$ cat config.mk
export PLATFORM = sky130hd
export DESIGN_NAME = button_debouncer
export DESIGN_NICKNAME = d
export VERILOG_FILES = /design/src/rtl/button_debouncer_pkg.sv /design/src/rtl/button_debouncer_sync_debounce.sv /design/src/rtl/button_debouncer.sv
export SDC_FILE = /design/constraint.sdc
export NUM_CORES = 1
export LEC_CHECK = 0
export CORE_ASPECT_RATIO = 0.6
export CORE_MARGIN = 2
export CORE_UTILIZATION = 55
export CTS_CLUSTER_DIAMETER = 100
export DETAILED_ROUTE_END_ITERATION = 6
export PLACE_DENSITY = 0.8
export SKIP_CTS_REPAIR_TIMING = 1
export SYNTH_ARGS = -nofsm -noshare
export SYNTH_HDL_FRONTEND = slang
export SYNTH_SLANG_ARGS = --single-unit
$ cat constraint.sdc
create_clock -name CLOCK_50 -period 5.2 [get_ports CLOCK_50]
set_clock_uncertainty 0.1 [all_clocks]
set_input_delay 1.56 -clock CLOCK_50 [delete_from_list [all_inputs] [get_ports CLOCK_50]]
set_output_delay 1.56 -clock CLOCK_50 [all_outputs]
set_load 0.01 [all_outputs]
$ cat src/rtl/button_debouncer_pkg.sv
// -----------------------------------------------------------------------------
// button_debouncer_pkg
// Shared definitions for the push-button conditioning path and its consumers
// (for example the blink stage). It holds the press-classifier state encoding,
// the default timing constants and a helper that sizes timing counters.
// -----------------------------------------------------------------------------
package button_debouncer_pkg;

  // Press classifier states.
  typedef enum logic [1:0] {
    ST_IDLE    = 2'd0,
    ST_PRESSED = 2'd1,
    ST_HELD    = 2'd2
  } btn_state_e;

  // Default cycle counts at a 50 MHz board clock: 100 us debounce window,
  // 1 ms long-press threshold.
  localparam int unsigned DEF_DEBOUNCE_CYCLES   = 5000;
  localparam int unsigned DEF_LONG_PRESS_CYCLES = 50000;

  // DE-board KEYs read 0 while pressed.
  localparam bit DEF_KEY_ACTIVE_LOW = 1'b1;

  // Width of a counter that must be able to hold the value 'cycles'.
  function automatic int unsigned cnt_width(input int unsigned cycles);
    return $clog2(cycles) + 1;
  endfunction

endpackage

$ cat src/rtl/button_debouncer_sync_debounce.sv
// -----------------------------------------------------------------------------
// button_debouncer_sync_debounce
// Brings an asynchronous button or switch pin into the clock domain and
// debounces it. A level change is accepted only after DEBOUNCE_CYCLES
// consecutive synchronised samples disagree with the current debounced level.
// The module can be reused for the board's other KEY and SW inputs.
//
// Ports
//   clk_i    : clock, all logic on the rising edge
//   rst_i    : synchronous active-high reset
//   raw_i    : asynchronous raw pin
//   level_o  : debounced level, 1 = pressed/active (registered)
//   flip_o   : high in the cycle before level_o toggles (combinational), so
//              the parent can register edge pulses that line up with level_o
// -----------------------------------------------------------------------------
module button_debouncer_sync_debounce
  import button_debouncer_pkg::*;
#(
  parameter int unsigned DEBOUNCE_CYCLES = DEF_DEBOUNCE_CYCLES,
  parameter bit          ACTIVE_LOW      = DEF_KEY_ACTIVE_LOW
) (
  input  logic clk_i,
  input  logic rst_i,
  input  logic raw_i,
  output logic level_o,
  output logic flip_o
);

  localparam int unsigned CW = cnt_width(DEBOUNCE_CYCLES);
  localparam logic [CW-1:0] CNT_LAST = CW'(DEBOUNCE_CYCLES - 1);

  // Reset value of the synchroniser is the not-pressed pin level, so a key
  // still held when reset releases is seen as a fresh press.
  localparam logic IDLE_PIN = ACTIVE_LOW ? 1'b1 : 1'b0;

  logic          sync1_q;
  logic          sync2_q;
  logic          key_s;
  logic          mismatch;
  logic          flip;
  logic [CW-1:0] deb_cnt_q;
  logic [CW-1:0] deb_cnt_d;
  logic          level_q;
  logic          level_d;

  // Polarity correction: key_s is 1 while the button is pressed.
  assign key_s = ACTIVE_LOW ? ~sync2_q : sync2_q;

  always_comb begin
    mismatch  = (key_s != level_q);
    flip      = mismatch && (deb_cnt_q == CNT_LAST);
    // Any agreeing sample restarts the window, so bounces of any length are
    // discarded; the count also clears on the accepting edge.
    deb_cnt_d = '0;
    if (mismatch && !flip) begin
      deb_cnt_d = deb_cnt_q + 1'b1;
    end
    level_d = flip ? ~level_q : level_q;
  end

  always_ff @(posedge clk_i) begin
    if (rst_i) begin
      sync1_q   <= IDLE_PIN;
      sync2_q   <= IDLE_PIN;
      deb_cnt_q <= '0;
      level_q   <= 1'b0;
    end else begin
      sync1_q   <= raw_i;
      sync2_q   <= sync1_q;
      deb_cnt_q <= deb_cnt_d;
      level_q   <= level_d;
    end
  end

  assign level_o = level_q;
  assign flip_o  = flip;

endmodule

$ cat src/rtl/button_debouncer.sv
// -----------------------------------------------------------------------------
// button_debouncer
// Turns a raw mechanical push-button into clean single-cycle events for the
// LED blink stage. A tap (press released before the long-press threshold)
// yields short_release, which drives the blinker's reset input.
//
// State table
//   state      | meaning
//   ST_IDLE    | button released (btn_level = 0)
//   ST_PRESSED | debounced press, hold_cnt counting toward long press
//   ST_HELD    | long press already reported, waiting for release
//
// Ports
//   CLOCK_50      : board clock, all logic on the rising edge
//   reset         : synchronous active-high reset
//   key_raw       : asynchronous raw button pin
//   btn_level     : debounced level, 1 = pressed
//   press_pulse   : one cycle, first cycle btn_level shows 1
//   release_pulse : one cycle, first cycle btn_level shows 0
//   long_pulse    : one cycle, LONG_PRESS_CYCLES cycles after press_pulse
//   short_release : one cycle, with release_pulse when no long_pulse occurred
// -----------------------------------------------------------------------------
module button_debouncer
  import button_debouncer_pkg::*;
#(
  parameter int unsigned DEBOUNCE_CYCLES   = DEF_DEBOUNCE_CYCLES,
  parameter int unsigned LONG_PRESS_CYCLES = DEF_LONG_PRESS_CYCLES,
  parameter bit          KEY_ACTIVE_LOW    = DEF_KEY_ACTIVE_LOW
) (
  input  logic CLOCK_50,
  input  logic reset,
  input  logic key_raw,
  output logic btn_level,
  output logic press_pulse,
  output logic release_pulse,
  output logic long_pulse,
  output logic short_release
);

  localparam int unsigned HW = cnt_width(LONG_PRESS_CYCLES);
  localparam logic [HW-1:0] HOLD_LAST = HW'(LONG_PRESS_CYCLES - 1);

  logic          deb_level;
  logic          deb_flip;
  logic          deb_press;
  logic          deb_release;

  btn_state_e    state_q;
  logic [HW-1:0] hold_cnt_q;
  logic          press_q;
  logic          release_q;
  logic          long_q;
  logic          short_q;

  button_debouncer_sync_debounce #(
    .DEBOUNCE_CYCLES (DEBOUNCE_CYCLES),
    .ACTIVE_LOW      (KEY_ACTIVE_LOW)
  ) u_sync_debounce (
    .clk_i   (CLOCK_50),
    .rst_i   (reset),
    .raw_i   (key_raw),
    .level_o (deb_level),
    .flip_o  (deb_flip)
  );

  // The debounced level changes at the next edge; registering the pulses on
  // that same edge makes them coincide with the new btn_level.
  assign deb_press   = deb_flip && !deb_level;
  assign deb_release = deb_flip &&  deb_level;

  always_ff @(posedge CLOCK_50) begin
    if (reset) begin
      state_q    <= ST_IDLE;
      hold_cnt_q <= '0;
      press_q    <= 1'b0;
      release_q  <= 1'b0;
      long_q     <= 1'b0;
      short_q    <= 1'b0;
    end else begin
      press_q   <= 1'b0;
      release_q <= 1'b0;
      long_q    <= 1'b0;
      short_q   <= 1'b0;
      case (state_q)
        ST_IDLE: begin
          if (deb_press) begin
            press_q    <= 1'b1;
            hold_cnt_q <= '0;
            state_q    <= ST_PRESSED;
          end
        end
        ST_PRESSED: begin
          // Release is checked first so a release landing on the threshold
          // cycle is reported as a tap rather than a long press.
          if (deb_release) begin
            release_q <= 1'b1;
            short_q   <= 1'b1;
            state_q   <= ST_IDLE;
          end else if (hold_cnt_q == HOLD_LAST) begin
            long_q  <= 1'b1;
            state_q <= ST_HELD;
          end else begin
            hold_cnt_q <= hold_cnt_q + 1'b1;
          end
        end
        ST_HELD: begin
          // hold_cnt stays frozen here; it never wraps.
          if (deb_release) begin
            release_q <= 1'b1;
            state_q   <= ST_IDLE;
          end
        end
        default: begin
          state_q <= ST_IDLE;
        end
      endcase
    end
  end

  assign btn_level     = deb_level;
  assign press_pulse   = press_q;
  assign release_pulse = release_q;
  assign long_pulse    = long_q;
  assign short_release = short_q;

endmodule

==> flow_summary.toml <==
[outcome]
status = "complete, no violations"

[critical_path]
worstPathRequired_ns = 5.33
criticalPathCategory = "in -> reg"
cp-end-kind = "flip-flop"
crit_fanout = 28
arrival_ns = 3.44
startpoint_type = "input port"

[final_layout]
nets = 253
post-route-util_pct = 61.7
diodes = 0
layout-drive-gt1-share_pct = 8.13
fin_area_sq_um = 2280
layout_common_cells = "dfxtp_1, nor2_1, nand4_1, nand2_1, o21ai_0"
syn_to_final_growth_pct = 7.16
num-fill-cells = 348
final_common_cell = "dfxtp_1"

[pwr]
total_power_w = 0.000584
vdd_ir_drop_max_mv = 0.151
powerDensity_nw_per_um2 = 256
total_leakage_power_nw = 0.681

[clock_tree]
clkSlewWorstSetupHoldPaths_ns = 0.08
htreeDepth = 2
cts_tree = "built"
cts.path.max_buffers = 2
cts-buffers-inserted = 5
cts-root-buf = "clkbuf_8"
clk_latency_ns = 0.30
clock-sinks = 40

[detailed_routing]
vias = 1874
dr.first_iter.drc_count = 226
routedWlPerCell_um = 16.5
first_pass_iters = 7
ant_nets = 0
via_per_inst = 6.40
drc = 0
wl_um = 4840

[timing]
worst-slew-pin-transition_ns = 1.05
setup_ws_ns = 1.89
slew_headroom_pct = 30.0
fin_tns_setup_ns = 0
fmax_ghz = 0.302
final.min_clock_period_ns = 3.31
rsz0062_at_grt = "no"
period_share_pct = 63.7
setup_viol = 0
finalHoldViolations = 0
finalMaxSlewViolations = 0

[min_path]
hp-class = "reg -> reg"

[floorplanning]
die-area_sq_um = 4410
dieWidth_um = 84.4
io_pins = 8
row_count = 17
start_util_pct = 57.6
core_sq_um = 3700
die_h_um = 52.2

[placement]
dpl-instance-area_sq_um = 2170
dp_hpwl_um = 3470
dp_slack_ns = 1.60
gp_congestion = 0.891
portBuffers = 7

[synth]
async_flop_share_pct = 0
synth_compound_area_share_pct = 16.7
synthAdderAreaFrac_pct = 2.93
synthCells = 243
syn-cell-area_sq_um = 2130
synth_xor_area_share_pct = 4.52
ys_warn_count = 0
synth-simple-area-share_pct = 32.6
synthMuxAreaShare_pct = 0
synth_top_family_by_area = "simple AND/OR/NAND/NOR gates"
synth.avg_cell_area_sq_um = 8.77
synth_nets = 251
synth.distinct_cells = 48
ys_seq_elements = 40
yosysSeqAreaShare_pct = 37.6
synth_flop_cell = "dfxtp_1"
synth_edf_count = 0

[global_routing]
grt_pass1_wl_um = 8370
grt_max_degree = 29
grt_pass1_vias = 1690
grt_use_total_pct = 24.7
antenna_found_initial = 0
overflow = 0

[run]
maxCapViolCount = 0
state kept, by name, indices dropped and copies added (netlist names):
name                       cells
state_q                        2
release_pulse                  1
short_release                  1
hold_cnt_q                    17
long_pulse                     1
u_sync_debounce.deb_cnt_q     14
u_sync_debounce.sync2_q        1
u_sync_debounce.level_o        1
press_pulse                    1
u_sync_debounce.sync1_q        1
metrics by stage:
| step | hold slack, ns | std cells |
|---|---|---|
| 4_1_cts | 0.319 | 293 |
| 3_3_place_gp | 0.298 | 285 |
| 2_1_floorplan | 0.289 | 243 |
| 6_report | 0.316 | 293 |
| 3_5_place_dp | 0.299 | 285 |
| 5_1_grt | 0.347 | 293 |
metal layers:
layer  vias to the layer above  track usage (%)  wire length, um  part of all wire [%]
li1                        915                -                -                     -
met1                       854             37.3             2430                    50
met2                        91             31.2             1790                    37
met3                        14             9.29              545                    11
met4                         0             8.47               68                   1.4
met5                         -                0                0                     0
final timing paths:
kind                                   end  cells after the start  slack [ns]               startpoint
max reg2reg                 hold_cnt_q[13]                      6        2.22               state_q[1]
min                u_sync_debounce.sync2_q                      1        0.32  u_sync_debounce.sync1_q
min reg2reg        u_sync_debounce.sync2_q                      1        0.32  u_sync_debounce.sync1_q
max          u_sync_debounce.deb_cnt_q[12]                      3        1.89                    reset
cell families after synthesis:
family / count (synthesis)
AND/OR/NAND/NOR: 113
AO/OA/AOI/OAI: 53
flip-flops: 40
buffers and inverters: 21
XOR/XNOR: 11
adder cells (fa/ha/maj): 5
power breakdown:
part	leakage [nW]	internal, W	switching, W
Clock	0.0541	0.000142	0.000115
Sequential	0.323	0.000308	0.00000189
Combinational	0.304	0.00000764	0.00000998
Yosys cell counts (2+ instances only):
cell,instances,area [sq um]
dfxtp_1,40,801
a211oi_1,4,30.0
o21a_1,4,30.0
inv_1,8,30.0
xnor2_1,6,52.6
buf_6,5,56.3
xor2_1,5,43.8
a31oi_1,10,62.6
a311oi_1,5,43.8
o21ai_0,12,60.1
and2_1,4,25.0
ha_1,5,62.6
or2_2,3,18.8
nand2b_1,4,25.0
nor4_1,3,18.8
and3_1,5,31.3
nand2_1,13,48.8
a41oi_1,2,17.5
clkbuf_1,6,22.5
nand3_1,10,50.1
nor3_1,11,55.1
nor4b_4,2,47.6
nand4_1,14,87.6
nor4bb_1,2,20.0
a21oi_1,7,35.0
nor2_1,20,75.1
nand3b_1,4,30.0
or3_1,4,25.0
and4_1,6,52.6
critical path: stages:
cell	delay, ns
clkdlybuf4s50_1	0.89
or3_1	0.79
a21oi_1	0.20
final cells by class:
cell class              count  area [sq um]  share of cell area, %
clock inverters             3          42.5                   1.86
inverters                   9          33.8                   1.48
well taps                  47          58.8                   2.57
repair buffers              7          70.1                   3.07
multi-input cells         182          1210                   53.0
clock buffers               5          68.8                   3.01
flip-flops and latches     40           801                   35.0
(Power assumes the default switching activity.)
